**src/rtl/fetch_pc_gen_pkg.sv**
```systemverilog
// rtl/fetch_pc_gen_pkg.sv - shared defaults for the fetch PC generator and its return-address stack
`ifndef INITIAL_PC
`define INITIAL_PC 32'h0000_1000
`endif
`ifndef EXCEPTION_PC
`define EXCEPTION_PC 32'h0000_0100
`endif

package fetch_pc_gen_pkg;
   localparam int DEFAULT_XLEN       = 32;
   localparam int DEFAULT_INST_BYTES = 4;
   localparam int DEFAULT_RAS_DEPTH  = 4;
endpackage

```
**src/rtl/fetch_pc_gen_ras.sv**
```systemverilog
// rtl/fetch_pc_gen_ras.sv - circular return-address stack with saturating count and sticky overflow
module ras_stack
   import fetch_pc_gen_pkg::*;
#(
   parameter int DEPTH = DEFAULT_RAS_DEPTH,
   parameter int WIDTH = DEFAULT_XLEN
) (
   input  logic                       clk,
   input  logic                       reset,
   input  logic                       push,
   input  logic                       pop,
   input  logic                       flush,
   input  logic [WIDTH-1:0]           wdata,
   output logic [WIDTH-1:0]           top,
   output logic [$clog2(DEPTH):0]     count,
   output logic                       overflow
);
   localparam int PW = $clog2(DEPTH);
   localparam int CW = PW + 1;

   logic [WIDTH-1:0] mem [DEPTH];
   logic [PW-1:0]    ptr;
   logic [CW-1:0]    cnt;
   logic             ovf;
   logic             do_pop;
   logic             do_push;

   assign do_pop  = pop && (cnt != '0) && !flush;
   assign do_push = push && !flush;

   // A pop+push pair replaces the top in place; a lone push when full lands on the oldest slot.
   always_ff @(posedge clk) begin
      if (reset) begin
         ptr <= '0;
         cnt <= '0;
         ovf <= 1'b0;
      end else if (flush) begin
         cnt <= '0;
      end else if (do_push && do_pop) begin
         ptr <= ptr;
      end else if (do_push) begin
         ptr <= ptr + PW'(1);
         if (cnt == CW'(DEPTH))
            ovf <= 1'b1;
         else
            cnt <= cnt + CW'(1);
      end else if (do_pop) begin
         ptr <= ptr - PW'(1);
         cnt <= cnt - CW'(1);
      end
   end

   always_ff @(posedge clk) begin
      if (!reset && do_push) begin
         if (do_pop)
            mem[ptr] <= wdata;
         else
            mem[ptr + PW'(1)] <= wdata;
      end
   end

   assign top      = mem[ptr];
   assign count    = cnt;
   assign overflow = ovf;
endmodule

```
**src/rtl/fetch_pc_gen.sv**
```systemverilog
// rtl/fetch_pc_gen.sv - fetch PC register, next-PC redirect mux and RAS call/return tracking
module fetch_pc_gen
   import fetch_pc_gen_pkg::*;
#(
   parameter int              XLEN       = DEFAULT_XLEN,
   parameter int              INST_BYTES = DEFAULT_INST_BYTES,
   parameter logic [XLEN-1:0] RESET_PC   = `INITIAL_PC,
   parameter logic [XLEN-1:0] EXC_PC     = `EXCEPTION_PC,
   parameter int              RAS_DEPTH  = DEFAULT_RAS_DEPTH
) (
   input  logic                        clk,
   input  logic                        reset,
   input  logic                        pc_write,
   input  logic                        exc_valid,
   input  logic                        jump_valid,
   input  logic [XLEN-1:0]             jump_target,
   input  logic                        jump_is_call,
   input  logic                        jump_is_ret,
   input  logic                        branch_valid,
   input  logic [XLEN-1:0]             branch_target,
   output logic [XLEN-1:0]             out_pc,
   output logic [XLEN-1:0]             next_pc,
   output logic [$clog2(RAS_DEPTH):0]  ras_count,
   output logic                        ras_overflow
);
   localparam logic [1:0] SEL_SEQ = 2'd0;
   localparam logic [1:0] SEL_BR  = 2'd1;
   localparam logic [1:0] SEL_JMP = 2'd2;
   localparam logic [1:0] SEL_EXC = 2'd3;

   localparam logic [XLEN-1:0] ALIGN_MASK = ~(XLEN'(INST_BYTES - 1));

   logic [XLEN-1:0] pc_q;
   logic [XLEN-1:0] seq_pc;
   logic [XLEN-1:0] ras_top;
   logic [XLEN-1:0] jmp_pc;
   logic [1:0]      sel;
   logic            ras_op;

   assign out_pc = reset ? RESET_PC : pc_q;
   assign seq_pc = out_pc + XLEN'(INST_BYTES);
   assign ras_op = pc_write && jump_valid && !exc_valid;

   // An empty stack cannot predict a return, so the decoded target is used instead.
   assign jmp_pc = (jump_is_ret && (ras_count != '0)) ? ras_top : jump_target;

   always_comb begin
      sel = SEL_SEQ;
      if (exc_valid)
         sel = SEL_EXC;
      else if (jump_valid)
         sel = SEL_JMP;
      else if (branch_valid)
         sel = SEL_BR;
   end

   always_comb begin
      next_pc = seq_pc;
      case (sel)
         SEL_EXC: next_pc = EXC_PC & ALIGN_MASK;
         SEL_JMP: next_pc = jmp_pc & ALIGN_MASK;
         SEL_BR:  next_pc = branch_target & ALIGN_MASK;
         default: next_pc = seq_pc;
      endcase
   end

   always_ff @(posedge clk) begin
      if (reset)
         pc_q <= RESET_PC;
      else if (pc_write || exc_valid)
         pc_q <= next_pc;
   end

   ras_stack #(
      .DEPTH (RAS_DEPTH),
      .WIDTH (XLEN)
   ) u_ras (
      .clk      (clk),
      .reset    (reset),
      .push     (ras_op && jump_is_call),
      .pop      (ras_op && jump_is_ret),
      .flush    (exc_valid),
      .wdata    (seq_pc),
      .top      (ras_top),
      .count    (ras_count),
      .overflow (ras_overflow)
   );
endmodule

```
**config.mk**
```make
export PLATFORM = sky130hd
export DESIGN_NAME = fetch_pc_gen
export DESIGN_NICKNAME = d
export VERILOG_FILES = /design/src/rtl/fetch_pc_gen_pkg.sv /design/src/rtl/fetch_pc_gen_ras.sv /design/src/rtl/fetch_pc_gen.sv
export SDC_FILE = /design/constraint.sdc
export NUM_CORES = 1
export LEC_CHECK = 0
export CAP_MARGIN = 40
export CORE_MARGIN = 2
export CORE_UTILIZATION = 40
export DETAILED_ROUTE_END_ITERATION = 16
export GPL_ROUTABILITY_DRIVEN = 0
export PLACE_DENSITY_LB_ADDON = 0.05
export SYNTH_ARGS = -nofsm -noshare
export SYNTH_HDL_FRONTEND = slang
export SYNTH_SLANG_ARGS = --single-unit
export TNS_END_PERCENT = 100
```
**constraint.sdc**
```tcl
create_clock -name clk -period 14.2 [get_ports clk]
set_input_delay 2.13 -clock clk [delete_from_list [all_inputs] [get_ports clk]]
set_output_delay 2.13 -clock clk [all_outputs]
set_load 0.005 [all_outputs]
```
======== After elaboration in Yosys (flattened, before gate mapping) ========
Memory sizes are Yosys's and may differ from the RTL's. A register that Yosys moved wholly into a read port is not among the register bits.
Cells that the tools add are included.
storage, ports and cells
  word-level logic and storage cells ...... 59
  bits of input ports ..................... 72
  flip-flop bits (word level) ............. 38
  bits in writable memories ............... 128
  memories ................................ 1
  output and inout bits ................... 68
memories
  memory     words  width  rd ports  clocked after Yosys merged registers in  wr ports  line                    text
  u_ras.mem  4      32     1         1                                        1         fetch_pc_gen_ras.sv:21  logic [WIDTH-1:0] mem [DEPTH];
cells by class
  reduce and logical (&&, ||, !) cells .... 20
  bitwise logic cells ..................... 2
  muxes and demuxes ....................... 22
  eq/ne operators ......................... 5
  add/sub/neg operators ................... 5
operator list
  cell                     number
  $mux W32                 3
  $pmux W32 S3             1
  $add A32 B3 Y32 const B  1
  $reduce_or A32 Y1        1
  $mux W2                  7
  $logic_and A1 B1 Y1      10
  $mux W3                  3
  $mux W1                  8
  $reduce_and A3 Y1        2
  $eq A2 B2 Y1 const B     2
  $reduce_and A4 Y1        1
  $add A3 B1 Y3 const B    1
  $eq A3 B3 Y1 const B     1
  $reduce_bool A3 Y1       1
  $sub A3 B1 Y3 const B    1
  $add A2 B1 Y2 const B    1
  $eq A2 B1 Y1 const B     1
  $logic_not A1 Y1         2
  $ne A2 B2 Y1 const B     1
  $not A1 Y1               2
  $reduce_bool A2 Y1       1
  $reduce_or A2 Y1         1
  $sub A2 B1 Y2 const B    1
  $logic_or A1 B1 Y1       1

======== Depth between registers and ports, before layout ========
  depth after elaboration ................. 10
  gate-level depth with buffers ........... 14
  gate-level depth less buffers ........... 9

======== Cells and area by module ========
A second synthesis with hierarchy kept.
second synthesis, totals
  cells, all modules ...................... 700
  area, all modules ....................... 8,298.0 µm²
by module, submodules not included
  module        area an instance (µm²)  sequential area each (µm²)  times used  cells each
  ras_stack     5,089.9                 4,003.8                     1           225
  fetch_pc_gen  3,208.1                 640.6                       1           475

======== Worst setup path after synthesis ========
No wires, ideal clock.
  path type ............................... input to output
  start point ............................. in reset
  end point ............................... out next_pc[30]
  setup slack ............................. 7,094 ps
  required time ........................... 12,070 ps
  arrival time ............................ 4,976 ps
  cell stages on the path ................. 13
  buffers on the path ..................... 5
  path through ............................ clkbuf_1 -> clkbuf_1 -> clkbuf_1 -> clkbuf_1 -> nor2b_1 -> ha_1 -> nand3_2 -> or4_1 -> buf_2 -> nor4_1 -> xor2_1 -> o221ai_1 -> nor2_1
between the ends
  word-level cells in the longest chain between the ends .. 3
ends and longest elaborated chain
  element          line                text
  from (decl)      fetch_pc_gen.sv:12  input logic reset,
  $mux W32         fetch_pc_gen.sv:40  assign out_pc = reset ? RESET_PC : pc_q;
  net out_pc[3]    fetch_pc_gen.sv:21  output logic [XLEN-1:0] out_pc,
  $add A32 B3 Y32  fetch_pc_gen.sv:41  assign seq_pc = out_pc + XLEN'(INST_BYTES);
  net seq_pc[30]   fetch_pc_gen.sv:34  logic [XLEN-1:0] seq_pc;
  $pmux W32 S3     fetch_pc_gen.sv:59  case (sel)
  to (decl)        fetch_pc_gen.sv:22  output logic [XLEN-1:0] next_pc,
The timed path passes the listed nets, and every way through them passes these cells.

======== Worst setup path in the final report ========
  start point ............................. in reset
  end point ............................... out next_pc[30]
between the ends
  word-level cells in the longest chain between the ends .. 3
ends and longest elaborated chain
  element          line
  $mux W32         fetch_pc_gen.sv:40
  $add A32 B3 Y32  fetch_pc_gen.sv:41
  net seq_pc[30]   fetch_pc_gen.sv:34
  $pmux W32 S3     fetch_pc_gen.sv:59
The timed path passes the listed nets, and every way through them passes these cells.

==> impl_results.md <==
* Outcome: complete, no violations
* Post-synthesis cell area at between 7000 and 8000 um^2
* Total length of routed met2 wires at roughly 12 mm
* Most frequently used flop master after synthesis: edfxtp_1
* Proportion of register bits with asynchronous set or reset after synthesis at 0
* Clk pwr share at 0.428
* Logic pwr share at 0.104
* Routed vias at 6214
* Worst path arrival time at 5770 ps
* Fillcell total at 1783
* Clock latency on the worst-skew pair at around 430 ps
* Setup TNS after final layout at 0 ps
* Final setup violating endpoints at 0
* Register area at 4410 um^2
* Max-Cap Viols at 0
* Total cell area at the placement stage at 9650 um^2
* Share of the clock period used by the worst path after layout at 0.556
* Top metal layer carrying routed signals: met4
* Switching share of total power at 0.232
* Max Buffers Root-to-Sink at 2
* P&R area growth vs syn at 28.7%
* Number of H-tree levels at 4
* Number of distinct standard cells referenced by the synthesized netlist at 60
* Post-layout util at 0.525
* Reg power frac at 0.467
* Sequential area share after synthesis at 0.553
* Worst stage delay on the critical path at 730 ps
* Average wire per standard cell at 21.7 um
* Clock-pin slew on the worst setup and hold paths at approximately 60 ps
* Crit Path Class: primary input to output port
* Hold_buf cts at 0
* DR pass1 iterations at 5
* Post-cts gate resize count at 0
* Number of global-route vias before repair at 6397
* Net Switching at 0.254 mW
* Slowest stage cell on the critical path: or4_1
* Int Power at 0.843 mW
* Leakage at 3.51 nW
* Critical Path Start Type: primary input
* Relative max-transition margin at 0.515
* Cell Rows at 51
* EDFF count, synth at 120
* Wire length on met1 at ~11 mm
* Critical path cell sequence: buf_2, buf_4, nand2b_1, inv_1, ha_1, nand3_2, or4_1, nor4_1, xor2_1, o221ai_1, nor2_1, clkdlybuf4s50_1
* Number of buffer cells added on primary ports at 135
* Flip-flop and latch count after synthesis at 160
* Global-route wire length before repair at approximately 38 mm
* Layout cell share with drive strength beyond 1 at 0.119
* Yosys warns at 0
* Post-CTS setup-driven buffer insertion count at 0
* Top-level port count at 140
* Total power at 1.10 mW
* Total routing resource utilization after global routing at 0.234
* Clock tree root driver cell: clkbuf_16
* Met3 routed WL at 1.22 mm
* Antenna Cells at 0
* Time the worst path needs with I/O delays and setup at 7900 ps
* Antenna violations before repair at 0
* Slew Viols, Final at 0
* Maximum resistive drop on vdd at 0.0994 mV
* RSZ-0062 raised after global routing: no
* Layout Skew at ~8.6 ps
* Violation count after the first detailed-route iteration at between 400 and 500
* Std-Cell Core Area at slightly below 20000 um^2
* CTS buffer count at 17
* Net count after synthesis at 792
* Pin slew with the least headroom to its limit at a little over 700 ps
* Die H at 145 um
* Die span in x at 145 um
* Number of clock sinks seen by CTS at 160
* Area occupied by multi-input gates at about 3300 um^2
* Upper clock frequency limit at 127 MHz
* Mean instance size in the synthesized netlist at 11.1 um^2
* Final nets at 912
* Worst Setup End Kind: output port
* Post-route design area at 10300 um^2
* Worst-case hold slack at 471 ps
* Post-route DRC at 0
* ANT nets after route at 0
* Wire length reported by the detailed router at 24.3 mm
* Pin count of the biggest net entering global routing at 64
* CTS tree: done
* Global-route congestion overflow total at 0
* Post-Syn Instances at 718
* Total die area at 21100 um^2
* HPWL reported at the end of detailed placement at 16.1 mm
* Class of the tightest hold or removal check: register to register
* Power density of the placed cells at 107 nW/um^2
* Largest fanout on the critical path at 63
* Starting utilization of the core area at 0.408
* Via-to-Cell Ratio at between 5 and 6
* Req. time, crit path at between 10000 and 15000 ps
* Final hold violation count at 0
[area by class of cell]
cell class,count,area share
inverters,22,0.00805
repair buffers,152,0.146
flip-flops and latches,160,0.430
multi-input cells,485,0.324
clock buffers,22,0.0473
clock inverters,10,0.0121
well taps,265,0.0323
[Yosys cell counts (all sizes together), types with 13 or more instances]
master	instances	area [um^2]
edfxtp	120	3600
nand2	92	345
nor2	76	288
dfxtp	40	801
clkbuf	36	135
mux4	30	676
nor2b	29	181
a21oi	27	135
o21ai	25	125
nand3	23	125
inv	22	82.6
xor2	19	166
nand2b	16	100
buf	15	70.1
nor3	15	75.1
xnor2	13	114
[path summary, 6_finish.rpt]
kind	start	to	slack [ps]	depth (start not counted)
min reg2reg	pc_q[30]	pc_q[30]	470	2
max	reset	next_pc[30]	6300	12
min	pc_q[30]	pc_q[30]	470	2
max reg2reg	pc_q[2]	pc_q[18]	11220	9
[through the flow]
step | worst slack (ps) | instances
global route | 6010 | 1116
detailed placement | 6300 | 1084
CTS | 6300 | 1116
finish | 6300 | 1116
global placement | 6290 | 1080
floorplan | 7090 | 718
[flip-flops by register name (all words and copies together), names as in the netlist, named ones only]
signal and count:
pc_q 32, u_ras.count 3, u_ras.mem 120, u_ras.overflow 1, u_ras.ptr 2
[routing by layer]
metal  vias to the layer above  GRT usage
li1                       2878          -
met1                      3113      0.322
met2                       202      0.389
met3                        21     0.0358
met4                         0     0.0647
met5                         -          0
[critical path, delay by kind of cell]
kind / cells / cell delay (ps)
AND/OR/NAND/NOR: 5 / 1750
adder cells (fa/ha/maj): 1 / 200
buffers and inverters: 4 / 1050
AO/OA/AOI/OAI: 1 / 190
XOR/XNOR: 1 / 390
[layout by cell type, fill, tap and decap left out, types with 3 or more instances in the layout]
cell	synthesis	final
clkinv_4	0	4
o31ai_1	6	5
a21oi_1	27	26
inv_1	22	22
nand3_1	21	21
buf_2	5	3
nand3b_1	3	3
clkbuf_16	0	18
mux2i_1	8	8
o211ai_1	5	5
nor4_1	11	11
nand2b_1	16	16
o22ai_1	9	9
a311oi_1	4	4
nor2b_1	29	29
o32ai_1	6	6
or2_2	5	5
o221ai_1	4	4
dfxtp_1	40	38
nor3_1	15	15
a211oi_1	3	3
mux4_2	30	30
nor2_1	75	74
nand2_1	92	92
o21ai_0	25	25
clkdlybuf4s50_1	0	132
edfxtp_1	120	120
xor2_1	19	19
nand4_1	10	10
or3_1	6	6
xnor2_1	13	13
buf_4	2	13
[cell families after synthesis]
logic type      synth area share
simple gates               0.188
flops                      0.553
compound gates            0.0839
buf+inv                   0.0361
mux                       0.0996
xor+xnor                  0.0352
fa+ha+maj                0.00408
[power groups by stage]
stage | Clock [mW] | Combinational, mW | Sequential (mW)
2_1_floorplan | 0 | 0.0564 | 0.520
3_3_place_gp | 0 | 0.112 | 0.524
3_5_place_dp | 0 | 0.115 | 0.523
4_1_cts | 0.476 | 0.115 | 0.513
6_report | 0.470 | 0.114 | 0.513
5_1_grt | 0.495 | 0.124 | 0.514
(Power assumes the default switching activity.)
